### config.mk
export PLATFORM = sky130hd
export DESIGN_NAME = btn_debounce
export DESIGN_NICKNAME = d
export VERILOG_FILES = /design/src/rtl/btn_debounce_pkg.sv /design/src/rtl/btn_debounce_bit.sv /design/src/rtl/btn_debounce.sv
export SDC_FILE = /design/constraint.sdc
export NUM_CORES = 1
export LEC_CHECK = 0
export ABC_AREA = 1
export CAP_MARGIN = 40
export CORE_UTILIZATION = 48
export CTS_CLUSTER_DIAMETER = 200
export DETAILED_ROUTE_END_ITERATION = 8
export GPL_TIMING_DRIVEN = 0
export PLACE_DENSITY = 0.82
export SYNTH_ARGS = -nofsm -noshare
export SYNTH_HDL_FRONTEND = slang
export SYNTH_SLANG_ARGS = --single-unit
### constraint.sdc
create_clock -name clk -period 1.06 [get_ports clk]
set_input_delay 0.318 -clock clk [delete_from_list [all_inputs] [get_ports clk]]
set_output_delay 0.318 -clock clk [all_outputs]
set_load 0.02 [all_outputs]
### src/rtl/btn_debounce_pkg.sv
// Shared defaults for the button/switch debouncer and its per-bit slice.
package btn_debounce_pkg;

    // 4 buttons + 8 slide switches on the board.
    localparam int NIN_DEF          = 12;
    // Consecutive differing sample ticks needed before a new level is accepted.
    localparam int STABLE_TICKS_DEF = 8;

    // Board tick-rate selection: the sample tick is derived from the system
    // clock by this divider (100 MHz / 1 kHz).
    localparam int CLK_HZ_DEF       = 100_000_000;
    localparam int TICK_HZ_DEF      = 1_000;
    localparam int TICK_DIV_DEF     = CLK_HZ_DEF / TICK_HZ_DEF;

    // Counter width able to hold 0..ticks.
    function automatic int cnt_width(input int ticks);
        return (ticks < 1) ? 1 : $clog2(ticks + 1);
    endfunction

endpackage

### src/rtl/btn_debounce_bit.sv
// One debounced input: synchronizer, stability counter, edge pulses and
// sticky event flags.
module btn_debounce_bit
    import btn_debounce_pkg::*;
#(
    parameter int STABLE_TICKS = STABLE_TICKS_DEF
)(
    input  logic clk,
    input  logic reset,
    input  logic tick,
    input  logic raw,
    input  logic clr,
    output logic stable,
    output logic rise,
    output logic fall,
    output logic pressed,
    output logic released
);

    localparam int            CW   = cnt_width(STABLE_TICKS);
    localparam logic [CW-1:0] LAST = CW'(STABLE_TICKS - 1);

    logic [1:0]    sync_q;
    logic [CW-1:0] cnt_q, cnt_d;
    logic          stable_q, stable_d;
    logic          prev_q;
    logic          rise_q, rise_d;
    logic          fall_q, fall_d;
    logic          pressed_q, pressed_d;
    logic          released_q, released_d;

    // Next-state: count differing ticks, flip the level on the last one; edges
    // are taken from the registered level so they trail the change by one clk.
    always_comb begin
        cnt_d    = cnt_q;
        stable_d = stable_q;
        if (tick) begin
            if (sync_q[1] == stable_q) begin
                cnt_d = '0;
            end else if (cnt_q == LAST) begin
                stable_d = sync_q[1];
                cnt_d    = '0;
            end else begin
                cnt_d = cnt_q + 1'b1;
            end
        end
        rise_d     = stable_q & ~prev_q;
        fall_d     = ~stable_q & prev_q;
        // A new event beats a simultaneous clear.
        pressed_d  = rise_q | (pressed_q & ~clr);
        released_d = fall_q | (released_q & ~clr);
    end

    // State registers with synchronous reset; the synchronizer runs every clk.
    always_ff @(posedge clk) begin
        if (reset) begin
            sync_q     <= '0;
            cnt_q      <= '0;
            stable_q   <= 1'b0;
            prev_q     <= 1'b0;
            rise_q     <= 1'b0;
            fall_q     <= 1'b0;
            pressed_q  <= 1'b0;
            released_q <= 1'b0;
        end else begin
            sync_q     <= {sync_q[0], raw};
            cnt_q      <= cnt_d;
            stable_q   <= stable_d;
            prev_q     <= stable_q;
            rise_q     <= rise_d;
            fall_q     <= fall_d;
            pressed_q  <= pressed_d;
            released_q <= released_d;
        end
    end

    assign stable   = stable_q;
    assign rise     = rise_q;
    assign fall     = fall_q;
    assign pressed  = pressed_q;
    assign released = released_q;

endmodule

### src/rtl/btn_debounce.sv
// Debouncer for NIN independent board inputs with a shared event interrupt.
module btn_debounce
    import btn_debounce_pkg::*;
#(
    parameter int NIN          = NIN_DEF,
    parameter int STABLE_TICKS = STABLE_TICKS_DEF
)(
    input  logic           clk,
    input  logic           reset,
    input  logic           tick,
    input  logic [NIN-1:0] raw,
    input  logic [NIN-1:0] clr,
    output logic [NIN-1:0] stable,
    output logic [NIN-1:0] rise,
    output logic [NIN-1:0] fall,
    output logic [NIN-1:0] pressed,
    output logic [NIN-1:0] released,
    output logic           irq
);

    for (genvar g = 0; g < NIN; g++) begin : g_bit
        btn_debounce_bit #(
            .STABLE_TICKS (STABLE_TICKS)
        ) u_bit (
            .clk      (clk),
            .reset    (reset),
            .tick     (tick),
            .raw      (raw[g]),
            .clr      (clr[g]),
            .stable   (stable[g]),
            .rise     (rise[g]),
            .fall     (fall[g]),
            .pressed  (pressed[g]),
            .released (released[g])
        );
    end

    // Interrupt whenever any sticky flag is pending; no extra register stage.
    always_comb begin
        irq = (|pressed) | (|released);
    end

endmodule

==> impl_metrics.py <==
metrics = {
    "power_and_ir_drop": {
        "switchingPower_uw": 2970,
        "report.power.total_uw": 11900,
        "sw_frac_of_total_pct": 24.9,
        "max-vdd-ir-drop_v": 0.000942,
        "power_per_cell_area_nw_per_um2": 1480,
        "sequentialPowerShare_pct": 46.6,
        "p_leak_uw": 0.00348,
        "p_clk_share_pct": 48.0,
        "cellInternalPower_uw": 8950,
        "combinational_fraction_of_design_power_pct": 5.5,
    },
    "placed_design": {
        "pre_cts_ws_ps": -595,
        "last_weighted_congestion_value_of_the_routability_driven_placer": 0.830,
        "portBuffers": 85,
        "dpl_cell_area_sq_um": 6830,
        "dp_hpwl_um": 8690,
    },
    "floorplan": {
        "fp-row-count": 39,
        "die-height_um": 112,
        "placeableCoreArea_sq_um": 11600,
        "die-width_um": 112,
        "initial_core_util_pct": 50.0,
        "die_area_sq_um": 12500,
        "top_level_ports": 88,
    },
    "timing": {
        "timing.final.ws_setup_ps": -600,
        "fin_hold_ws_ps": 180,
        "finalHoldViolations": 0,
        "fmax_mhz": 602,
        "clock_skew_ps": 8.41,
        "timing.max_slew.rel_slack_pct": 53.3,
        "final.min_clock_period_ps": 1660,
        "actual_slew_at_the_worst_max_slew_pin_ps": 700,
        "final-max-slew-violation-count": 0,
        "timing.final.setup_violations": 71,
        "final_min_period_over_clock_period_pct": 157,
        "totalNegativeSetupSlack_ps": -12200,
        "rsz0062_at_grt": "true",
    },
    "routing": {
        "wl_per_cell_um": 16.2,
        "post_detailed_routing_wire_length_um": 15800,
        "drcViolationCount": 13,
        "detail_route.vias_per_cell": 5.23,
        "vias": 5096,
        "drt-initial-drc-count": 515,
        "drtPass1Iterations": 8,
        "route.antenna.remaining_nets": 0,
    },
    "yosys": {
        "yosysSeqAreaShare_pct": 49.9,
        "yosysUniqueCellTypes": 28,
        "synth.cell_area_sq_um": 5780,
        "netlist.area_leader.share_pct": 49.9,
        "netlist.top_cell.by_area": "dfxtp_1",
        "synth_area_leaders": "dfxtp_1 50%, buf_4 8.3%, nor2_1 7.9%",
        "ys.warnings.count": 0,
        "synth_top_flop_cell": "dfxtp_1",
        "post-synth-top-count-cell": "dfxtp_1",
        "edff_count_synth": 0,
        "postSynthCellCount": 703,
        "synth.avg_cell_area_sq_um": 8.22,
        "yosys-top-cells-count": "144 x dfxtp_1, 122 x nor2_1, 88 x nand2_1",
        "postSynthRegisterBits": 144,
        "synth_async_sr_flop_share_pct": 0,
        "syn_nets": 742,
    },
    "clock_tree": {
        "holdBufCountCts": 0,
        "htreeDepth": 4,
        "clock-root-buffer": "clkbuf_16",
        "tritoncts.num_buffers": 17,
        "buffer_depth_of_the_longest_clock_path": 2,
        "tritoncts": "done",
        "count_of_clock_tree_sinks": 144,
        "insertion_delay_to_the_later_sink_of_the_worst_skew_pair_ps": 430,
        "clkSlewWorstSetupHoldPaths_ps": 60,
    },
    "setup_path": {
        "crit_required_ps": 740,
        "timing.critical_path.from_type": "register",
        "worstSetupEndpointType": "primary output",
        "worst-path-max-fanout": 2,
        "setup.worst_path.class": "register to primary output",
        "crit_path_arrival_time_ps": 1340,
    },
    "grt": {
        "maximum_number_of_pins_on_one_net_before_global_route_repair": 17,
        "grt_first_pass_wirelength_um": 22400,
        "antenna_found_initial": 0,
        "grt_remaining_overflow": 0,
        "first_global_vias": 4866,
        "grtUsageTotal_pct": 22.9,
    },
    "final_layout": {
        "fillCellCount": 765,
        "layout-drive-gt1-share_pct": 39.5,
        "multiInputGateArea_sq_um": 2300,
        "finish.net_count": 857,
        "area_growth_pct": 39.4,
        "n_antenna_cell": 0,
        "ff_latch_area_sq_um": 3010,
        "final_design_area_no_fill_sq_um": 8060,
    },
    "run_status": {
        "failed_checks": "design-rule violations, negative setup slack",
        "outcome": "finished with violations",
    },
    "flow_run": {
        "maxCapViolCount": 0,
    },
    "worst_hold_path": {
        "hold_path_class": "primary input to register",
    },
}
## repair_timing
| item | CTS | global route |
|---|---|---|
| setup buffers | 32 | 28 |
| gates cloned | 0 | 0 |
| endpoints found under the setup margin | 83 | 106 |
| pin swaps | 9 | 26 |
| resized for setup | 482 | 84 |
## through the flow
step                instances  util, %
floorplan                 703        -
global placement          931     59.0
detailed placement        931     59.0
CTS                       954     66.0
global route              974     69.7
finish                    974     69.7
## registers in the layout (all words and copies together) (netlist names)
| register | count |
|---|---|
| g_bit.u_bit.rise | 12 |
| g_bit.u_bit.sync_q | 24 |
| g_bit.u_bit.prev_q | 12 |
| g_bit.u_bit.stable | 12 |
| g_bit.u_bit.pressed | 12 |
| g_bit.u_bit.cnt_q | 48 |
| g_bit.u_bit.released | 12 |
| g_bit.u_bit.fall | 12 |
## critical path, cell delays in order (launching register included)
cell      delay [ps]
dfxtp_2          330
nor2_2           120
nand2_1           80
nor3_2           150
nand3b_1         100
buf_6            140
## cells in the final DEF (no fill, tap or decap), drive strengths merged
master / instances
clkinvlp: 4
nand4: 21
a31oi: 1
clkbuf: 21
dfxtp: 144
or2: 7
xor2: 15
clkinv: 1
ha: 12
nor4: 1
clkdlybuf4s50: 24
o21a: 4
nor2: 125
inv: 82
nand3b: 1
xnor2: 8
buf: 154
nor3: 23
o21ai: 18
and3: 1
nand3: 19
nand2: 88
a21oi: 57
## area by class of cell
cell class,count,area share [%]
Clock inverter,13,1.41
Tap cell,143,2.22
Buffer,38,3.84
Sequential cell,144,37.3
Clock buffer,19,5.62
Multi-Input combinational cell,401,28.5
Inverter,74,3.54
Timing Repair Buffer,142,17.5
## logic make-up after synthesis
family,share of synthesized area [%]
flip-flops,49.9
buffers and inverters,15.3
adder cells (fa/ha/maj),2.60
AO/OA/AOI/OAI,7.19
AND/OR/NAND/NOR,21.5
XOR/XNOR,3.49
## routing by layer
layer / track usage (%) / routed length (um)
met1: 25.1 / 6000
met2: 42.4 / 8150
met3: 5.17 / 1140
met4: 9.64 / 511
met5: 0 / 0
## power by group through the flow
stage	sequential, uW	combinational (uW)	clock, uW
after detailed placement	5670	536	0
after global routing	5550	706	5990
after floorplan	5660	335	0
after CTS	5550	559	5700
final	5550	653	5720
after global placement	5670	526	0
## final timing paths
path	start	endpoint	slack [ps]	cells after the start
hold reg to reg	g_bit[0].u_bit.sync_q[0]	g_bit[0].u_bit.sync_q[1]	400	2
setup reg to reg	g_bit[1].u_bit.cnt_q[0]	g_bit[1].u_bit.stable	-150	6
setup / recovery	g_bit[0].u_bit.pressed	irq	-600	5
hold / removal	reset	g_bit[11].u_bit.prev_q	180	2
Note: power is estimated with default switching activity, not from simulation.
